<file path="src/rtl/la_pkg.sv">
// Shared logic-analyzer definitions used by the trigger, capture and pattern
// generator blocks.
package la_pkg;

  localparam int LA_DATA_W = 8;

  typedef enum logic [1:0] {
    LA_IDLE = 2'd0,
    LA_RUN  = 2'd1,
    LA_TAIL = 2'd2
  } la_state_t;

endpackage

</file>
<file path="src/rtl/la_pattern_ram.sv">
// Pattern memory: single write port, single registered read port, no reset.
// A write to the address being read returns the new word (write-first).
module la_pattern_ram #(
  parameter int DEPTH_LOG2 = 5,
  parameter int DATA_W     = 8
) (
  input  logic                  CLK,
  input  logic                  WR_EN,
  input  logic [DEPTH_LOG2-1:0] WR_ADDR,
  input  logic [DATA_W-1:0]     WR_DATA,
  input  logic [DEPTH_LOG2-1:0] RD_ADDR,
  output logic [DATA_W-1:0]     RD_DATA
);

  logic [DATA_W-1:0] mem_reg [2**DEPTH_LOG2];

  always_ff @(posedge CLK) begin
    if (WR_EN) begin
      mem_reg[WR_ADDR] <= WR_DATA;
    end
    // Bypass so a START issued on the same edge as a word-0 write sees the new word
    if (WR_EN && (WR_ADDR == RD_ADDR)) begin
      RD_DATA <= WR_DATA;
    end else begin
      RD_DATA <= mem_reg[RD_ADDR];
    end
  end

endmodule

</file>
<file path="src/rtl/la_pattern_gen.sv">
// LA pattern generator: plays preloaded words onto the LA pins, one per
// CLK_EN strobe, one-shot or looped.
module la_pattern_gen
  import la_pkg::*;
#(
  parameter int DEPTH_LOG2 = 5,
  parameter int DATA_W     = LA_DATA_W
) (
  input  logic                  CLK,
  input  logic                  RST,
  input  logic                  CLK_EN,
  input  logic                  WR_EN,
  input  logic [DEPTH_LOG2-1:0] WR_ADDR,
  input  logic [DATA_W-1:0]     WR_DATA,
  input  logic [DEPTH_LOG2-1:0] LEN,
  input  logic                  LOOP,
  input  logic                  START,
  input  logic                  STOP,
  input  logic [DATA_W-1:0]     IDLE_DATA,
  output logic [DATA_W-1:0]     DATA_OUT,
  output logic                  BUSY,
  output logic                  DONE,
  output logic                  SYNC_OUT
);

  la_state_t             state_reg, state_next;
  logic [DEPTH_LOG2-1:0] ptr_reg, ptr_next;
  logic [DEPTH_LOG2-1:0] lenr_reg, lenr_next;
  logic                  loopr_reg, loopr_next;
  logic [DATA_W-1:0]     data_out_reg, data_out_next;
  logic                  done_reg, done_next;
  logic                  sync_reg, sync_next;
  logic [DATA_W-1:0]     rd_data;

  // Reading at ptr_next keeps rd_data equal to mem[ptr_reg] every cycle
  la_pattern_ram #(
    .DEPTH_LOG2(DEPTH_LOG2),
    .DATA_W    (DATA_W)
  ) u_ram (
    .CLK    (CLK),
    .WR_EN  (WR_EN && (state_reg == LA_IDLE)),
    .WR_ADDR(WR_ADDR),
    .WR_DATA(WR_DATA),
    .RD_ADDR(ptr_next),
    .RD_DATA(rd_data)
  );

  always_ff @(posedge CLK or posedge RST) begin
    if (RST) begin
      state_reg    <= LA_IDLE;
      ptr_reg      <= '0;
      lenr_reg     <= '0;
      loopr_reg    <= 1'b0;
      data_out_reg <= '0;
      done_reg     <= 1'b0;
      sync_reg     <= 1'b0;
    end else begin
      state_reg    <= state_next;
      ptr_reg      <= ptr_next;
      lenr_reg     <= lenr_next;
      loopr_reg    <= loopr_next;
      data_out_reg <= data_out_next;
      done_reg     <= done_next;
      sync_reg     <= sync_next;
    end
  end

  always_comb begin
    state_next    = state_reg;
    ptr_next      = ptr_reg;
    lenr_next     = lenr_reg;
    loopr_next    = loopr_reg;
    data_out_next = data_out_reg;
    done_next     = 1'b0;
    sync_next     = 1'b0;

    case (state_reg)
      LA_IDLE: begin
        data_out_next = IDLE_DATA;
        ptr_next      = '0;
        if (START && !STOP) begin
          lenr_next  = LEN;
          loopr_next = LOOP;
          state_next = LA_RUN;
        end
      end

      LA_RUN: begin
        if (STOP) begin
          data_out_next = IDLE_DATA;
          done_next     = 1'b1;
          ptr_next      = '0;
          state_next    = LA_IDLE;
        end else if (CLK_EN) begin
          data_out_next = rd_data;
          sync_next     = (ptr_reg == '0);
          if (ptr_reg != lenr_reg) begin
            ptr_next = ptr_reg + 1'b1;
          end else if (loopr_reg) begin
            ptr_next = '0;
          end else begin
            // Last word stays on the pins for one more full sample period
            ptr_next   = '0;
            state_next = LA_TAIL;
          end
        end
      end

      LA_TAIL: begin
        if (STOP || CLK_EN) begin
          data_out_next = IDLE_DATA;
          done_next     = 1'b1;
          ptr_next      = '0;
          state_next    = LA_IDLE;
        end
      end

      default: begin
        ptr_next   = '0;
        state_next = LA_IDLE;
      end
    endcase
  end

  assign DATA_OUT = data_out_reg;
  assign BUSY     = (state_reg != LA_IDLE);
  assign DONE     = done_reg;
  assign SYNC_OUT = sync_reg;

endmodule

</file>
<file path="config.mk">
export PLATFORM = sky130hd
export DESIGN_NAME = la_pattern_gen
export DESIGN_NICKNAME = d
export VERILOG_FILES = /design/src/rtl/la_pkg.sv /design/src/rtl/la_pattern_ram.sv /design/src/rtl/la_pattern_gen.sv
export SDC_FILE = /design/constraint.sdc
export NUM_CORES = 1
export LEC_CHECK = 0
export BUFFER_PORTS_ARGS = -buffer_cell sky130_fd_sc_hd__buf_4
export CAP_MARGIN = 20
export CORE_MARGIN = 2
export CORE_UTILIZATION = 44
export DETAILED_ROUTE_END_ITERATION = 10
export GPL_TIMING_DRIVEN = 1
export MAX_ROUTING_LAYER = met4
export PLACE_DENSITY = 0.71
export RECOVER_POWER = 50
export SYNTH_ARGS = -nofsm -noshare
export SYNTH_HDL_FRONTEND = slang
export SYNTH_SLANG_ARGS = --single-unit
</file>
<file path="constraint.sdc">
create_clock -name CLK -period 2.58 [get_ports CLK]
set_clock_uncertainty 0.15 [all_clocks]
set_input_delay 0.516 -clock CLK [delete_from_list [all_inputs] [get_ports CLK]]
set_output_delay 0.516 -clock CLK [all_outputs]
set_load 0.01 [all_outputs]
</file>
==> flow_summary.ini, run 1 <==
[status]
status = complete, but fails checks
violations = max-capacitance violations, max-slew violations

[setup_path]
worstPathArrival_ns = 2.70
r2r_slack_ns = 0.10
crit_path_max_incr_delay_ns = 0.63
critPathKind = flip-flop to flip-flop
r2r_cells = 5
crit_chain = buf_12, mux4_1, mux2_2, a221oi_2, o221ai_1
r2r-end = DATA_OUT[6]$_DFFE_PP0P_
critPathCaptureType = flip-flop
start_kind = flip-flop
critical-path-slowest-cell = mux4_1
path_max_fanout = 24
critical_path.endpoint = DATA_OUT[6]$_DFFE_PP0P_
cp_data_required_time_ns = 2.81

[clocking]
post_cts_buffers = 0
cts_resized = 0
cts-htree-levels = 1
cts_hold_buf = 0
path_clk_slew_ns = 0.07
clk-insertion-delay-late_ns = 0.54
cts_inserted_buffers = 28
clock_tree.root_cell = clkbuf_16
clk_path_buf_depth = 3
cts_tree = built
cts_sinks = 284

[routing]
firstDrtPassIters = 5
wl_per_cell_um = 23.7
vias_per_cell = 5.73
vias = 6135
drt_iter0_markers = 665
drtAntennaViolNets = 0
routed_wl_um = 25300
drc_errors = 0

[logic_synthesis]
synth_edf_count = 256
synth_seq_area_share_pct = 72.9
synth.cell_area_um2 = 11500
ys.flop_type = edfxtp_1
synth_top_area_share_pct = 67.0
synth_most_common_cell = edfxtp_1
synthTopCellsByArea = edfxtp_1, dfrtp_1, mux4_2, mux2i_1, mux4_1
synth_commonest_cells = edfxtp_1, mux2i_1, nor2_1, nand2_1, mux2_2
async_flop_share_pct = 8.10
synth_warnings = 0
synth_nets = 656
synth.largest_area_cell = edfxtp_1
syn_avg_cell_area_um2 = 18.6
synth_seq_cells = 284
syn_inst = 617
synth_cell_type_count = 45

[power_and_ir_drop]
leakagePower_uw = 0.00441
max-vdd-ir-drop_mv = 0.562
p_int_uw = 8160
power.density_nw_per_um2 = 803
sw_frac_of_total_pct = 23.8
clkPwrFrac_pct = 37.8
combPwrFrac_pct = 12.5
seq_power_share_pct = 49.7
netSwitchingPower_uw = 2550

[global_routing]
grt_pass1_wl_um = 37600
grt_usage_pct = 19.2
grt_start_max_net_pins = 46
overflow = 0
grt_pass1_vias = 6213
antenna_found_initial = 2

[cells_and_area]
fillers = 2024
multi_input_area_um2 = 2870
regArea_um2 = 8370
area_delta_synth_final_pct = 16.3
finalNetCount = 753
drive_above_1_share_pct = 26.3
finalNonFillerCells = 1070
largest_reg_flops = 256

[sta]
worstMarginPinSlew_ns = 1.79
holdWs_ns = 0.0292
finalHoldViolCount = 0
rsz0062_at_grt = no
relSlewSlack_pct = -19.6
setup_violations = 0
final.setup.tns_ns = 0
fin_crit_ns = 2.48
max_freq_ghz = 0.404
slew_violations = 198
fin_crit_sh_pct = 96.0

[die]
initial_utilization_pct = 44.4
die_x_um = 165
core_area_um2 = 25800
ios = 44
die_h_um = 165
rows = 59
die_area_um2 = 27400

[worst_hold_path]
hold_class = input pin to asynchronous set/reset pin

[placed_design]
port_buffers = 43
dpl.hpwl_um = 16400
dp.cells = 1019
routabilityCongestion = 0.802

[flow_run]
max_cap_violations = 6
metrics by stage:
step                      setup WS [ns]  total power, uW  util [%]  instance area, um2
after floorplan                   0.448             6260         -               11500
after global placement            0.169             6750      48.3               12500
after detailed placement          0.118             6780      48.3               12500
after CTS                        0.0800            10800      51.8               13400
after global routing             0.0243            11100      51.6               13300
final                             0.102            10700      51.6               13300
layer usage:
| layer | GRT usage (%) | vias up | wire length, um |
|---|---|---|---|
| met5 | - | - | 0 |
| met4 | 6.39 | 0 | 682 |
| met3 | 3.42 | 41 | 1980 |
| met2 | 30.3 | 251 | 12300 |
| met1 | 25.6 | 3153 | 10400 |
| li1 | - | 2690 | - |
cells by family after synthesis:
kind of cell    synth area share (%)
mux                             14.9
fa+ha+maj                      0.654
xor+xnor                       0.382
compound gates                  4.85
flops                           72.9
simple gates                    4.28
buf+inv                         2.07
worst max-delay path: cells and delay by family (launching register included):
kind                   cells  cell delay, ns
multiplexers               2            0.95
AO/OA/AOI/OAI              2            0.47
buffers and inverters      1            0.24
flip-flops                 1            0.50
cell usage in the layout, fill, tap and decap left out, types with 4 or more instances in the layout:
master / instances
clkinv_2: 5
a221oi_2: 5
xnor2_1: 5
a221oi_1: 12
mux4_1: 15
clkbuf_16: 29
dfrtp_1: 23
mux2i_1: 41
mux2_2: 30
mux4_2: 25
o221ai_1: 16
inv_1: 8
buf_12: 4
o211ai_1: 8
nand2_1: 37
edfxtp_1: 256
buf_4: 78
clkbuf_1: 19
nor2b_1: 4
nor2_1: 40
nor3_1: 5
a22o_1: 8
ha_1: 6
how the worst min path moves through the flow:
stage / cells after the start / slack, ns / endpoint / startpoint
final: 2 / 0.03 / SYNC_OUT$_DFF_PP0_ / RST
after global routing: 2 / 0.05 / lenr_reg[0]$_DFFE_PP0P_ / LEN[0]
after CTS: 2 / 0.05 / ptr_reg[1]$_DFF_PP0_ / RST
after detailed placement: 2 / 0.33 / DATA_OUT[5]$_DFFE_PP0P_ / DATA_OUT[5]$_DFFE_PP0P_
after global placement: 2 / 0.33 / DATA_OUT[2]$_DFFE_PP0P_ / DATA_OUT[2]$_DFFE_PP0P_
after floorplan: 1 / 0.33 / loopr_reg$_DFFE_PP0P_ / loopr_reg$_DFFE_PP0P_
power by group through the flow:
| stage | Combinational (uW) | Sequential, uW | Clock [uW] |
|---|---|---|---|
| final | 1340 | 5320 | 4050 |
| after floorplan | 876 | 5380 | 0 |
| after global placement | 1350 | 5400 | 0 |
| after CTS | 1390 | 5320 | 4110 |
| after detailed placement | 1370 | 5410 | 0 |
| after global routing | 1450 | 5330 | 4290 |
cell type report:
cell class	count	share of cell area, %
Sequential cell	284	62.7
Clock buffer	33	5.55
Timing Repair Buffer	98	5.47
Multi-Input combinational cell	294	21.5
Antenna cell	1	0.0188
Clock inverter	17	1.35
Inverter	8	0.225
Tap cell	335	3.14
(Power assumes the default switching activity.)
==> inputs of run 2 (changes only) <==
--- a/config.mk
+++ b/config.mk
@@ -7,13 +7,15 @@
 export LEC_CHECK = 0
 export BUFFER_PORTS_ARGS = -buffer_cell sky130_fd_sc_hd__buf_4
 export CAP_MARGIN = 20
-export CORE_MARGIN = 2
+export CELL_PAD_IN_SITES_DETAIL_PLACEMENT = 0
+export CELL_PAD_IN_SITES_GLOBAL_PLACEMENT = 2
 export CORE_UTILIZATION = 44
 export DETAILED_ROUTE_END_ITERATION = 10
 export GPL_TIMING_DRIVEN = 1
 export MAX_ROUTING_LAYER = met4
-export PLACE_DENSITY = 0.71
+export PLACE_DENSITY = 0.85
 export RECOVER_POWER = 50
 export SYNTH_ARGS = -nofsm -noshare
 export SYNTH_HDL_FRONTEND = slang
 export SYNTH_SLANG_ARGS = --single-unit
+export TNS_END_PERCENT = 5
==> flow_summary.ini, run 2 (synthesis results as in run 1) <==
[placed_design]
routabilityCongestion = 0.847
port_buffers = 43
pre_cts_slack_ns = 0.138
dpl.hpwl_um = 16500

[die]
ios = 44
die_x_um = 163
initial_utilization_pct = 45.2
die_h_um = 163
core_area_um2 = 25400
die_area_um2 = 26700
rows = 58

[power_and_ir_drop]
sw_frac_of_total_pct = 24.2
p_int_uw = 7950
max-vdd-ir-drop_mv = 0.686
leakagePower_uw = 0.00437
combPwrFrac_pct = 13.0
clkPwrFrac_pct = 36.3
netSwitchingPower_uw = 2540
seq_power_share_pct = 50.8
power.density_nw_per_um2 = 791

[setup_path]
cp_data_required_time_ns = 2.83
worstPathArrival_ns = 2.67
crit_top_cell = o221ai_1
crit_family = multiplexers
critPathCaptureType = flip-flop
critPathKind = flip-flop to flip-flop
start_kind = flip-flop
r2r_slack_ns = 0.16
path_max_fanout = 39
critical-path-slowest-cell = mux4_1
crit_chain = buf_12, mux4_1, mux2_2, o221ai_1, o221ai_1
crit_path_max_incr_delay_ns = 0.62
worstPathBufferInverterCount = 1

[cells_and_area]
area_delta_synth_final_pct = 15.6
diodes = 0
final_common_cell = edfxtp_1
fillers = 2009
layout_common_cells = edfxtp_1, buf_4, mux2i_1, nor2_1, nand2_1
drive_above_1_share_pct = 25.0
largest_reg_flops = 256
finalNetCount = 753

[clocking]
clock_tree.root_cell = clkbuf_16
clk-insertion-delay-late_ns = 0.57
cts_tree = built
cts_hold_buf = 1
clk_path_buf_depth = 3
cts_sinks = 284
cts-htree-levels = 1
cts_resized = 0
path_clk_slew_ns = 0.06
cts_inserted_buffers = 28
post_cts_buffers = 0

[routing]
routed_wl_um = 24900
vias_per_cell = 5.67
wl_per_cell_um = 23.4
firstDrtPassIters = 5
drc_errors = 0
drtAntennaViolNets = 0
vias = 6048
drt_iter0_markers = 560

[status]
status = complete, but fails checks
violations = max-capacitance violations, max-slew violations

[worst_hold_path]
hold_class = input pin to flip-flop

[sta]
setup_slack_ns = 0.161
fin_crit_ns = 2.42
max_freq_ghz = 0.413
worstMarginPinSlew_ns = 1.82
setup_violations = 0
fin_crit_sh_pct = 93.8
slew_violations = 231
rsz0062_at_grt = no
finalHoldViolCount = 0
final.setup.tns_ns = 0
relSlewSlack_pct = -21.2

[global_routing]
grt_start_max_net_pins = 40
overflow = 0
grt_usage_pct = 19.8
grt_pass1_wl_um = 37100
grt_pass1_vias = 6200
antenna_found_initial = 0

[flow_run]
max_cap_violations = 7
[run 2: per-stage QoR]
step	util, %	power (uW)	hold slack, ns	area (um2)	cells
finish	52.2	10500	0.0562	13300	1066
global route	52.2	10900	0.0477	13300	1066
CTS	52.5	10600	0.0450	13300	1066
detailed placement	49.0	6820	0.346	12400	1013
global placement	49.0	6780	0.341	12400	1013
floorplan	-	6260	0.329	11500	617
[run 2: power by group through the flow]
stage	clock (uW)	sequential (uW)	combinational, uW
finish	3800	5320	1360
CTS	3870	5320	1410
detailed placement	0	5420	1400
floorplan	0	5380	876
global route	4050	5340	1460
global placement	0	5410	1380
[run 2: metal layers]
layer  vias up  global-route usage, %  wire length, um
met2       228                   31.0            11800
met1      3063                   26.6            10600
li1       2695                      -                -
met5         -                      -                0
met3        62                   3.02             1650
met4         0                   6.73              814
[run 2: final timing paths]
kind | from | end | cells after the start
max | flip-flop | DATA_OUT[6]$_DFFE_PP0P_ | 5
min | LEN[0] | lenr_reg[0]$_DFFE_PP0P_ | 2
max reg2reg | flip-flop | DATA_OUT[6]$_DFFE_PP0P_ | 5
min reg2reg | DATA_OUT[6]$_DFFE_PP0P_ | DATA_OUT[6]$_DFFE_PP0P_ | 2
max in group asynchronous | RST | lenr_reg[2]$_DFFE_PP0P_ | 4
min in group asynchronous | RST | lenr_reg[4]$_DFFE_PP0P_ | 4
[run 2: final cells by class]
cell class / count / area [um2] / area share, %
clock inverter: 13 / 114 / 0.858
multi-input combinational: 294 / 2870 / 21.6
clock buffer: 39 / 752 / 5.67
tap: 330 / 413 / 3.11
timing repair buffer: 98 / 716 / 5.40
sequential: 284 / 8370 / 63.1
inverter: 8 / 30.0 / 0.226
==> inputs of run 3 (changes only) <==
--- a/config.mk
+++ b/config.mk
@@ -9,12 +9,14 @@
 export CAP_MARGIN = 20
 export CELL_PAD_IN_SITES_DETAIL_PLACEMENT = 0
 export CELL_PAD_IN_SITES_GLOBAL_PLACEMENT = 2
+export CORE_ASPECT_RATIO = 2
 export CORE_UTILIZATION = 44
 export DETAILED_ROUTE_END_ITERATION = 10
 export GPL_TIMING_DRIVEN = 1
 export MAX_ROUTING_LAYER = met4
 export PLACE_DENSITY = 0.85
 export RECOVER_POWER = 50
+export SLEW_MARGIN = 10
 export SYNTH_ARGS = -nofsm -noshare
 export SYNTH_HDL_FRONTEND = slang
 export SYNTH_SLANG_ARGS = --single-unit
==> flow_summary.ini, run 3 (synthesis results as in run 1) <==
[status]
status = complete, but fails checks
violations = max-capacitance violations, max-slew violations

[sta]
slew_violations = 231
holdWs_ns = 0.0549
rsz0062_at_grt = no
finalHoldViolCount = 0
relSlewSlack_pct = -9.94
max_freq_ghz = 0.398
fin_crit_ns = 2.51
worstMarginPinSlew_ns = 1.65
final.setup.tns_ns = 0
setup_violations = 0
fin_crit_sh_pct = 97.4

[power_and_ir_drop]
max-vdd-ir-drop_mv = 0.454
leakagePower_uw = 0.00443
power.density_nw_per_um2 = 813

[clocking]
clk_path_buf_depth = 3
cts-htree-levels = 1
cts_inserted_buffers = 24
clk-insertion-delay-late_ns = 0.54
cts_sinks = 284
post_cts_buffers = 0
path_clk_slew_ns = 0.07
cts_tree = built
clock_tree.root_cell = clkbuf_16

[cells_and_area]
layout_common_cells = edfxtp_1, buf_4, mux2i_1, nor2_1, nand2_1
diodes = 0
area_delta_synth_final_pct = 16.7
largest_reg_flops = 256
drive_above_1_share_pct = 26.7
finalNonFillerCells = 1075
final_common_cell = edfxtp_1
finalNetCount = 756
fillers = 2030

[setup_path]
start_kind = flip-flop
cp_data_required_time_ns = 1.91
critPathKind = flip-flop to output port
critPathCaptureType = output port
worstPathArrival_ns = 1.85
path_max_fanout = 4

[routing]
drt_iter0_markers = 422
wl_per_cell_um = 24.1
vias_per_cell = 5.53
routed_wl_um = 25900
vias = 5944
firstDrtPassIters = 4
drc_errors = 0
drtAntennaViolNets = 0

[die]
rows = 83
core_area_um2 = 25700
die_h_um = 230
die_area_um2 = 26800
die_x_um = 116
initial_utilization_pct = 44.7
ios = 44

[flow_run]
max_cap_violations = 7

[worst_hold_path]
hold_class = input pin to flip-flop

[global_routing]
grt_usage_pct = 21.0
overflow = 0
grt_start_max_net_pins = 42
grt_pass1_vias = 6376
grt_pass1_wl_um = 38800
antenna_found_initial = 0

[placed_design]
dp.cells = 1030
routabilityCongestion = 0.896
dpl.hpwl_um = 18300
port_buffers = 43
[run 3: changes by cell type in the layout (fill, tap and decap cells not counted), sizes merged]
cell / previous run / this run
inv: 8 / 11
buf: 80 / 87
clkbuf: 56 / 43
clkinv: 10 / 5
bufinv: 1 / 7
clkinvlp: 2 / 3
[run 3: stage by stage]
stage / cell area (um2) / util (%) / setup WS (ns) / total power [uW]
finish: 13400 / 52.2 / 0.0682 / 10900
global route: 13400 / 52.2 / 0.0188 / 11200
CTS: 13500 / 52.4 / 0.0496 / 11000
detailed placement: 12500 / 48.8 / 0.145 / 6900
global placement: 12500 / 48.8 / 0.161 / 6860
floorplan: 11500 / - / 0.448 / 6260
[run 3: per-layer routing]
metal,share of wire [%],vias to the layer above,GRT usage [%]
met5,0,-,-
met4,7.1,0,14.1
met3,3.3,69,2.28
met2,54,170,37.2
met1,35,3014,21.3
li1,-,2691,-
[run 3: repair_timing]
action | 4_1_cts | 5_1_grt
endpoints found under the hold margin | 9 | 0
gates resized for setup | 0 | 0
endpoints found under the setup margin | 0 | 0
hold buffers | 1 | 0
[run 3: area by class of cell]
| class | count | area (um2) | area share, % |
|---|---|---|---|
| clock inverters | 18 | 285 | 2.13 |
| repair buffers | 105 | 781 | 5.83 |
| flip-flops and latches | 284 | 8370 | 62.5 |
| multi-input cells | 294 | 2870 | 21.4 |
| inverters | 8 | 30.0 | 0.224 |
| clock buffers | 26 | 629 | 4.70 |
| well taps | 340 | 425 | 3.18 |
[run 3: final timing paths]
kind	from	endpoint	slack, ns	depth (start not counted)
setup / recovery	state_reg[0]$_DFFE_PP0P_	BUSY	0.07	5
hold / removal	LEN[1]	lenr_reg[1]$_DFFE_PP0P_	0.05	2
setup reg to reg	flip-flop	DATA_OUT[1]$_DFFE_PP0P_	0.13	6
hold reg to reg	DATA_OUT[5]$_DFFE_PP0P_	DATA_OUT[5]$_DFFE_PP0P_	0.35	2
max in group asynchronous	RST	ptr_reg[2]$_DFF_PP0_	0.85	4
min in group asynchronous	RST	lenr_reg[4]$_DFFE_PP0P_	0.37	3
[run 3: worst max-delay path: stages, from the launching register on]
cell     delay (ns)
dfrtp_1        0.41
inv_1          0.12
ha_1           0.32
buf_4          0.21
inv_1          0.09
buf_4          0.15
[run 3: where the power goes]
part	leakage [uW]	internal (uW)	switching (uW)	total, uW
registers	0.00264	5190	120	5310
clock network	0.000441	2490	1640	4130
logic	0.00136	645	810	1450
total	0.00443	8320	2570	10900
